$ cat config.mk
export PLATFORM = sky130hd
export DESIGN_NAME = ghost_mover
export DESIGN_NICKNAME = d
export VERILOG_FILES = /design/src/rtl/ghost_pkg.sv /design/src/rtl/ghost_mover_tick_gen.sv /design/src/rtl/ghost_mover.sv
export SDC_FILE = /design/constraint.sdc
export NUM_CORES = 1
export LEC_CHECK = 0
export CORE_MARGIN = 1
export CORE_UTILIZATION = 40
export CTS_CLUSTER_DIAMETER = 100
export CTS_CLUSTER_SIZE = 12
export DETAILED_ROUTE_END_ITERATION = 8
export PLACE_DENSITY = 0.69
export SKIP_LAST_GASP = 1
export SLEW_MARGIN = 40
export SYNTH_ARGS = -nofsm -noshare
export SYNTH_HDL_FRONTEND = slang
export SYNTH_SLANG_ARGS = --single-unit
$ cat constraint.sdc
create_clock -name clk -period 14.1 [get_ports clk]
set_input_delay 2.82 -clock clk [delete_from_list [all_inputs] [get_ports clk]]
set_output_delay 2.82 -clock clk [all_outputs]
set_load 0.03 [all_outputs]
$ cat src/rtl/ghost_pkg.sv
// Shared types and screen geometry for the ghost sprite logic.
package ghost_pkg;

  // Ghost behaviour states.
  typedef enum logic [1:0] {
    IDLE   = 2'd0,
    CHASE  = 2'd1,
    HOLD   = 2'd2,
    CAUGHT = 2'd3
  } state_t;

  // Direction of the most recent step actually taken.
  typedef enum logic [1:0] {
    UP    = 2'd0,
    DOWN  = 2'd1,
    LEFT  = 2'd2,
    RIGHT = 2'd3
  } dir_t;

  // Visible screen size in pixels.
  localparam int SCR_W = 640;
  localparam int SCR_H = 480;

  // Legal ghost centre range: keeps the 3x3 sprite fully on screen.
  localparam logic [9:0] X_MIN = 10'd1;
  localparam logic [9:0] X_MAX = 10'(SCR_W - 2);
  localparam logic [8:0] Y_MIN = 9'd1;
  localparam logic [8:0] Y_MAX = 9'(SCR_H - 2);

endpackage

$ cat src/rtl/ghost_mover_tick_gen.sv
// Move-step divider: counts 0..TICK_DIV-1 while enabled and flags the last
// count with a single-cycle tick. Holding enable low freezes the count.
module move_tick_gen #(
  parameter int TICK_DIV = 833333
) (
  input  logic clk,
  input  logic rst_n,
  input  logic enable,
  input  logic clear,
  output logic tick
);

  localparam int CW = (TICK_DIV > 1) ? $clog2(TICK_DIV) : 1;
  localparam logic [CW-1:0] LAST = CW'(TICK_DIV - 1);

  logic [CW-1:0] count;

  // Divider counter: clear wins, otherwise wrap-count only when enabled.
  // NOTE: sequential state uses non-blocking assignments so every register
  // samples the pre-edge values of the others.
  always_ff @(posedge clk or negedge rst_n) begin
    if (!rst_n) begin
      count <= '0;
    end else if (clear) begin
      count <= '0;
    end else if (enable) begin
      count <= (count == LAST) ? '0 : count + 1'b1;
    end
  end

  assign tick = enable && (count == LAST);

endmodule

$ cat src/rtl/ghost_mover.sv
// Ghost chaser: a four-state FSM plus a one-pixel-per-tick position
// datapath that walks the ghost toward pacman along the dominant axis.
module ghost_mover
  import ghost_pkg::*;
#(
  parameter int X_START  = 320,
  parameter int Y_START  = 240,
  parameter int TICK_DIV = 833333,
  parameter int CATCH_R  = 2
) (
  input  logic       clk,
  input  logic       reset,
  input  logic       e_start,
  input  logic       m_hold,
  input  logic [9:0] xPac,
  input  logic [8:0] yPac,
  output logic [9:0] xGhost,
  output logic [8:0] yGhost,
  output logic [1:0] dir,
  output logic       caught
);

  state_t state, state_nxt;
  dir_t   dir_q, dir_nxt;
  logic [9:0] x_nxt;
  logic [8:0] y_nxt;

  logic signed [10:0] dx;
  logic signed [9:0]  dy;
  logic [10:0] adx;
  logic [9:0]  ady;
  logic near;
  logic tick;

  // Signed offsets one bit wider than the coordinates, and their magnitudes.
  assign dx  = signed'({1'b0, xPac}) - signed'({1'b0, xGhost});
  assign dy  = signed'({1'b0, yPac}) - signed'({1'b0, yGhost});
  assign adx = dx[10] ? $unsigned(-dx) : $unsigned(dx);
  assign ady = dy[9]  ? $unsigned(-dy) : $unsigned(dy);
  assign near = (adx <= 11'(CATCH_R)) && (ady <= 10'(CATCH_R));

  // Step timing runs only while chasing; pausing freezes it mid-count and
  // leaving the chase (idle/caught) discards any partial count.
  move_tick_gen #(
    .TICK_DIV (TICK_DIV)
  ) u_tick (
    .clk    (clk),
    .rst_n  (reset),
    .enable (state == CHASE),
    .clear  ((state == IDLE) || (state == CAUGHT)),
    .tick   (tick)
  );

  // State register.
  always_ff @(posedge clk or negedge reset) begin
    if (!reset) begin
      state <= IDLE;
    end else begin
      state <= state_nxt;
    end
  end

  // Next-state logic; a catch takes priority over a pause request.
  // NOTE: every always_comb output gets a default first so no path can
  // leave it unassigned and infer a latch.
  always_comb begin
    state_nxt = state;
    unique case (state)
      IDLE:    if (e_start) state_nxt = CHASE;
      CHASE: begin
        if (near)        state_nxt = CAUGHT;
        else if (m_hold) state_nxt = HOLD;
      end
      HOLD:    if (!m_hold) state_nxt = CHASE;
      CAUGHT:  if (e_start) state_nxt = IDLE;
      default: state_nxt = IDLE;
    endcase
  end

  // Step selection: dominant axis (x on a tie), one pixel toward pacman,
  // suppressed at the screen bounds; direction follows only real steps.
  always_comb begin
    x_nxt   = xGhost;
    y_nxt   = yGhost;
    dir_nxt = dir_q;
    if ((state == CHASE) && tick && !near) begin
      if ((adx >= {1'b0, ady}) && (adx != '0)) begin
        if (!dx[10]) begin
          if (xGhost < X_MAX) begin
            x_nxt   = xGhost + 10'd1;
            dir_nxt = RIGHT;
          end
        end else begin
          if (xGhost > X_MIN) begin
            x_nxt   = xGhost - 10'd1;
            dir_nxt = LEFT;
          end
        end
      end else if (ady != '0) begin
        if (!dy[9]) begin
          if (yGhost < Y_MAX) begin
            y_nxt   = yGhost + 9'd1;
            dir_nxt = DOWN;
          end
        end else begin
          if (yGhost > Y_MIN) begin
            y_nxt   = yGhost - 9'd1;
            dir_nxt = UP;
          end
        end
      end
    end
  end

  // Position and direction registers; restart from CAUGHT reloads home.
  always_ff @(posedge clk or negedge reset) begin
    if (!reset) begin
      xGhost <= 10'(X_START);
      yGhost <= 9'(Y_START);
      dir_q  <= LEFT;
    end else if ((state == CAUGHT) && e_start) begin
      xGhost <= 10'(X_START);
      yGhost <= 9'(Y_START);
    end else begin
      xGhost <= x_nxt;
      yGhost <= y_nxt;
      dir_q  <= dir_nxt;
    end
  end

  assign dir    = dir_q;
  assign caught = (state == CAUGHT);

endmodule

==> flow_summary.toml, run 1 <==
[die]
die_h_um = 110.9
pin_count = 45
die-area_um2 = 12300
die_x_um = 110.9
fp-row-count = 39
initial_core_util_pct = 41.36
core_region_area_um2 = 11470

[route]
dr.pass1.iters = 4
dr_total_vias = 4554
vias_per_cell = 5.914
routed_wl_mm = 12.04
ant_nets = 0
detail_route.iter0.violations = 262
drc = 0
wl_per_cell_um = 15.64

[global_routing]
grt_use_met3_pct = 2.132
grt-ovfl-total = 0
grt_pass1_wl_mm = 20.35
grt_pass1_vias = 4500
busiest_layer = "met2"
grt_use_total_pct = 19.63
grt.met1_usage_pct = 25.72
antenna_found_initial = 0
grt_max_degree = 44
use_met2_pct = 34.00

[worst_setup_path]
r2r_start = "xGhost[0]$_DFFE_PN0P_"
worstSetupPathType = "input pin to flop"
crit_start = "xPac[0]"
rrSetupSlack_ps = 8220
required_ps = 14270
slowest_delay_ps = 530
reg2reg_to = "dir[0]$_DFFE_PN0P_"
startpoint_type = "input pin"
r2r_cells = 19
crit_arrival_ps = 8460
crit_path_frequent_cell = "inv_1"
critPathMaxFanout = 19
critPathSlowestCell = "o31a_1"
cp_cell_sequence = "clkdlybuf4s50_1, inv_1, ha_1, inv_1, fa_1, a21o_1, a221oi_2, o31a_1, mux2i_1, inv_1, ha_1, nor2b_1, o211ai_1, a21oi_1, a311oi_1, or4b_1, nand4_1, o211ai_1, nand3_1, a211oi_2, mux2_1"
crit_end = "dir[0]$_DFFE_PN0P_"
crit_path_end_kind = "flop"

[yosys]
synth-seq-cells = 43
synth_nets = 658
synth_ff_type = "dfrtp_1"
async_reset_ff_share_pct = 100.0
syn-instance-count = 589
yosys_warnings = 0
ys_seq_area_share_pct = 22.87
yosysUniqueCellTypes = 71
syn_area_per_cell_um2 = 8.053
synth_edf_count = 0
syn-cell-area_um2 = 4743

[clocking]
clk_pin_slew_ps = 70
cts_resized = 0
post_cts_buffers = 0
cts_buffer_depth = 2
cts_tree = "yes"
holdBufCountCts = 0
cts_sinks = 43
cts_made_buffers = 5
clk_latency_ps = 290
h-tree-depth = 2
root_buffer = "clkbuf_16"

[sta]
min_period_ps = 8292
timing.hold.ws_ps = 468.7
finalMaxSlewViolations = 0
max-slew-margin-rel_pct = 49.10
tightest_slew_ps = 760.6
max_freq_mhz = 120.6
setup-violations-final = 0
period_share_pct = 58.81
fin_tns_setup_ps = 0
skew_ps = 11.38
rsz0062_at_grt = "false"
hold_violations = 0

[final_layout]
postLayoutCoreUtil_pct = 47.37
final_cell_mix = "59 x nor2_1, 44 x ha_1, 43 x clkdlybuf4s50_1"
area_delta_synth_final_pct = 14.51
final_common_cell = "nor2_1"
antennaDiodeCount = 0
nets = 695
fin_cells = 770
drive_above_1_share_pct = 6.061

[placed_design]
gp_congestion = 0.8498
dp_cells = 762
port_buffers = 44
place_hpwl_mm = 9.268

[hold_path]
hold_path.class = "flop to flop"

[run]
maxCapViolations = 0

[power_and_ir_drop]
leakage_nw = 2.171
finalPower_w = 0.0005257
ir_drop_mv = 0.09987
power.density_nw_per_um2 = 96.79

[outcome]
status = "completed"
cell usage after synthesis, types with 3 or more instances:
master | count | area (um^2)
nor2_1 | 59 | 221.5
ha_1 | 44 | 550.5
a21oi_1 | 38 | 190.2
inv_1 | 37 | 138.9
dfrtp_1 | 36 | 900.9
nand2_1 | 36 | 135.1
nand3_1 | 36 | 180.2
o21ai_0 | 26 | 130.1
xor2_1 | 22 | 192.7
or4_1 | 21 | 157.7
o31ai_1 | 19 | 142.6
xnor2_1 | 19 | 166.4
a31oi_1 | 13 | 81.33
nand4_1 | 10 | 62.56
nor3_1 | 9 | 45.04
nor4_1 | 9 | 56.30
and2_1 | 8 | 50.05
and3_1 | 8 | 50.05
clkbuf_1 | 8 | 30.03
nand2b_1 | 8 | 50.05
dfstp_2 | 7 | 183.9
mux2i_1 | 7 | 70.07
or3_1 | 7 | 43.79
a211oi_1 | 6 | 45.04
o211ai_1 | 6 | 45.04
a21o_1 | 5 | 37.54
buf_2 | 5 | 25.02
nor2b_1 | 5 | 31.28
a21boi_0 | 4 | 30.03
mux2_2 | 4 | 45.04
o2111ai_1 | 4 | 35.03
o21ai_1 | 4 | 20.02
o31a_1 | 4 | 35.03
or2_2 | 4 | 25.02
a211oi_2 | 3 | 37.54
buf_6 | 3 | 33.78
o22a_1 | 3 | 26.28
layer usage:
layer / share of wire (%) / wire length [um] / up-vias
li1: - / - / 2279
met1: 45 / 5463 / 2158
met2: 50 / 5986 / 107
met3: 4.0 / 477 / 10
met4: 0.93 / 112 / 0
met5: 0 / 0 / -
report_power, final:
| part | internal (W) | switching (W) | total [W] |
|---|---|---|---|
| clock network | 0.0000654 | 0.0000475 | 0.000113 |
| registers | 0.000134 | 0.0000124 | 0.000147 |
| logic | 0.0000969 | 0.000169 | 0.000266 |
area by class of cell:
class / count / area, um^2
multi-input combinational: 493 / 3435
timing repair buffer: 46 / 452.9
sequential: 43 / 1085
tap: 143 / 178.9
clock buffer: 6 / 128.9
clock inverter: 2 / 12.51
inverter: 37 / 138.9
fill: 1088 / 6036
flip-flops by register name (all words and copies together), names as in the netlist:
signal	cells
state	2
dir	2
u_tick.count	20
xGhost	10
yGhost	9
stage by stage:
step	setup WS [ps]	area [um^2]
global placement	5845	5276
finish	5808	5431
floorplan	6846	4743
detailed placement	5530	5290
global route	5370	5431
CTS	5839	5431
logic make-up (layout without fill, tap and decap cells):
| group | count (synthesis) | count (layout) | synth area share, % |
|---|---|---|---|
| AND/OR/NAND/NOR | 231 | 231 | 25.40 |
| AO/OA/AOI/OAI | 162 | 162 | 23.90 |
| buffers and inverters | 53 | 91 | 4.801 |
| adder cells (fa/ha/maj) | 46 | 46 | 12.45 |
| flip-flops | 43 | 43 | 22.87 |
| XOR/XNOR | 42 | 42 | 7.913 |
| multiplexers | 12 | 12 | 2.664 |
how the worst min path moves through the flow:
stage / from / end / slack, ps / depth (start not counted)
3_3_place_gp: dir[1]$_DFFE_PN1P_ / dir[1]$_DFFE_PN1P_ / 450 / 2
5_1_grt: dir[1]$_DFFE_PN1P_ / dir[1]$_DFFE_PN1P_ / 490 / 2
4_1_cts: dir[1]$_DFFE_PN1P_ / dir[1]$_DFFE_PN1P_ / 480 / 2
2_1_floorplan: u_tick.count[3]$_DFFE_PN0P_ / u_tick.count[3]$_DFFE_PN0P_ / 480 / 1
6_report: dir[1]$_DFFE_PN1P_ / dir[1]$_DFFE_PN1P_ / 470 / 2
3_5_place_dp: dir[1]$_DFFE_PN1P_ / dir[1]$_DFFE_PN1P_ / 460 / 2
worst max-delay path, delay by kind of cell:
| family | cells | cell delay (ps) |
|---|---|---|
| adders and majority gates | 3 | 910 |
| buffers and inverters | 4 | 590 |
| and+or+nand+nor | 4 | 1280 |
| AOI/OAI and AO/OA | 8 | 2120 |
| muxes | 2 | 730 |
(Power assumes the default switching activity.)
==> run 2: changes to the inputs <==
- clock period: 14.1 -> 8 ns (I/O delays scaled with it)
==> run 2 against run 1 <==
  * Via count increased by 0.88%
  * Highest routed layer unchanged
  * Register-to-register slack worse by 5800 ps
  * Total power grew 83%
  * Non-clock buffer count up 1
  * Flip-flop and latch count unchanged
  * Sequential share of layout area is 0.15 points lower
  * Global-route usage down 0.49 points
  * Clock-buffer cell count unchanged
  * Die area unchanged
  * Routed wire length down 1.3%
  * First-iteration DRC count increased by 3.4%
  * Clock skew is 3.8 ps lower
  * Critical path type unchanged
==> flow_summary.toml, run 2 (synthesis gave the netlist of run 1 again) <==
[outcome]
status = "completed"

[worst_setup_path]
cp_top_family = "compound AO/OA/AOI/OAI gates"
slowest_delay_ps = 490
critPathSlowestCell = "nand3_1"
worstSetupPathType = "input pin to flop"
crit_path_end_kind = "flop"
crit_path_frequent_cell = "inv_1"
crit_arrival_ps = 6960
critPathMaxFanout = 19
crit_buf_inv = 5
cp_cell_sequence = "clkdlybuf4s50_1, inv_1, ha_1, inv_1, fa_1, a21o_1, a221oi_2, o31a_1, buf_4, mux2i_1, inv_1, ha_1, nor2b_1, o211ai_1, a21oi_1, a311oi_1, or4b_1, nand4_1, o211ai_1, nand3_1, a211oi_2, mux2_1"
startpoint_type = "input pin"
required_ps = 8160

[clocking]
clk_latency_ps = 280
post_cts_buffers = 0
root_buffer = "clkbuf_16"
cts_buffer_depth = 2
cts_sinks = 43
holdBufCountCts = 0
cts_made_buffers = 5
clk_pin_slew_ps = 60
h-tree-depth = 2
cts_tree = "yes"
cts_resized = 0

[hold_path]
hold_path.class = "flop to flop"

[final_layout]
regMostFlops = "u_tick.count"
nets = 696
final_common_cell = "nor2_1"
antennaDiodeCount = 0
final_cell_mix = "59 x nor2_1, 44 x ha_1, 43 x clkdlybuf4s50_1"
area_delta_synth_final_pct = 15.35
drive_above_1_share_pct = 6.369
largest_registers = "u_tick.count: 20 flops, xGhost: 10 flops, yGhost: 9 flops"
largest_reg_flops = 20

[run]
maxCapViolations = 0

[sta]
finalMaxSlewViolations = 0
skew_ps = 7.616
timing.hold.ws_ps = 468.8
rsz0062_at_grt = "false"
period_share_pct = 85.07
tightest_slew_ps = 781.3
max-slew-margin-rel_pct = 47.72
max_freq_mhz = 146.9
fin_tns_setup_ps = 0
hold_violations = 0
setup-violations-final = 0
min_period_ps = 6805

[die]
core_region_area_um2 = 11470
die-area_um2 = 12300
die_h_um = 110.9
die_x_um = 110.9
initial_core_util_pct = 41.36
fp-row-count = 39
pin_count = 45

[global_routing]
grt-ovfl-total = 0
grt_max_degree = 44
grt_pass1_vias = 4431
antenna_found_initial = 0
grt_use_total_pct = 19.14
grt_pass1_wl_mm = 20.13

[route]
detail_route.iter0.violations = 271
vias_per_cell = 5.958
routed_wl_mm = 11.88
ant_nets = 0
drc = 0
dr_total_vias = 4594
dr.pass1.iters = 5
wl_per_cell_um = 15.41

[placed_design]
gp_congestion = 0.8527
port_buffers = 44
place_hpwl_mm = 9.330

[power_and_ir_drop]
power.density_nw_per_um2 = 175.4
leakage_nw = 2.196
ir_drop_mv = 0.2011
run 2: cell types whose count changed in the layout (fill, tap and decap cells not counted):
cell / before / now
buf_4: 3 / 4
bufinv_16: 0 / 1
clkbuf_1: 1 / 0
clkinvlp_4: 1 / 0
clkbuf_8: 0 / 1
run 2: stage by stage:
stage | setup WS (ps) | instances | instance area (um^2) | total power, W | util (%)
2_1_floorplan | 1966 | 589 | 4743 | 0.0006093 | -
3_3_place_gp | 1166 | 762 | 5284 | 0.0007052 | 46.08
3_5_place_dp | 909.8 | 763 | 5298 | 0.0007258 | 46.20
4_1_cts | 1198 | 771 | 5472 | 0.0009656 | 47.71
5_1_grt | 802.4 | 771 | 5472 | 0.001035 | 47.71
6_report | 1195 | 771 | 5472 | 0.0009595 | 47.71
run 2: final timing paths:
kind / end / startpoint / depth (start not counted) / slack (ps)
min: dir[1]$_DFFE_PN1P_ / dir[1]$_DFFE_PN1P_ / 2 / 470
min reg2reg: dir[1]$_DFFE_PN1P_ / dir[1]$_DFFE_PN1P_ / 2 / 470
max reg2reg: dir[0]$_DFFE_PN0P_ / xGhost[0]$_DFFE_PN0P_ / 20 / 2430
max in group asynchronous: yGhost[4]$_DFFE_PN1P_ / reset / 1 / 6320
min in group asynchronous: u_tick.count[13]$_DFFE_PN0P_ / reset / 1 / 1310
max: dir[0]$_DFFE_PN0P_ / xPac[0] / 22 / 1190
run 2: layout make-up:
cell class,count,area [um^2]
fillers,1121,5996
multi-input cells,493,3435
flip-flops and latches,43,1085
repair buffers,47,460.4
well taps,143,178.9
clock buffers,6,138.9
inverters,37,138.9
clock inverters,2,35.03
run 2: worst reg2reg max path: cells and delay by family (launching register included):
family                     cells  cell delay, ps
AOI/OAI and AO/OA              8            1790
buffers and inverters          3             320
adders and majority gates      3             970
muxes                          2             650
DFF                            1             490
and+or+nand+nor                4            1230
run 2: routing by layer:
metal | track usage [%] | routed length [um]
met5 | 0 | 0
met4 | 4.444 | 76
met3 | 2.406 | 382
met2 | 34.12 | 5902
met1 | 24.47 | 5523
run 2: report_power, final:
group          switching [W]  internal [W]
clock network      0.0000788      0.000155
registers          0.0000206      0.000237
logic               0.000297      0.000172
==> run 3: changes to the inputs <==
- CAP_MARGIN: default -> 20
- GPL_ROUTABILITY_DRIVEN: default -> 0
==> results of run 3 <==
Same layout as run 2: the final DEF is identical, and so are final timing and power.
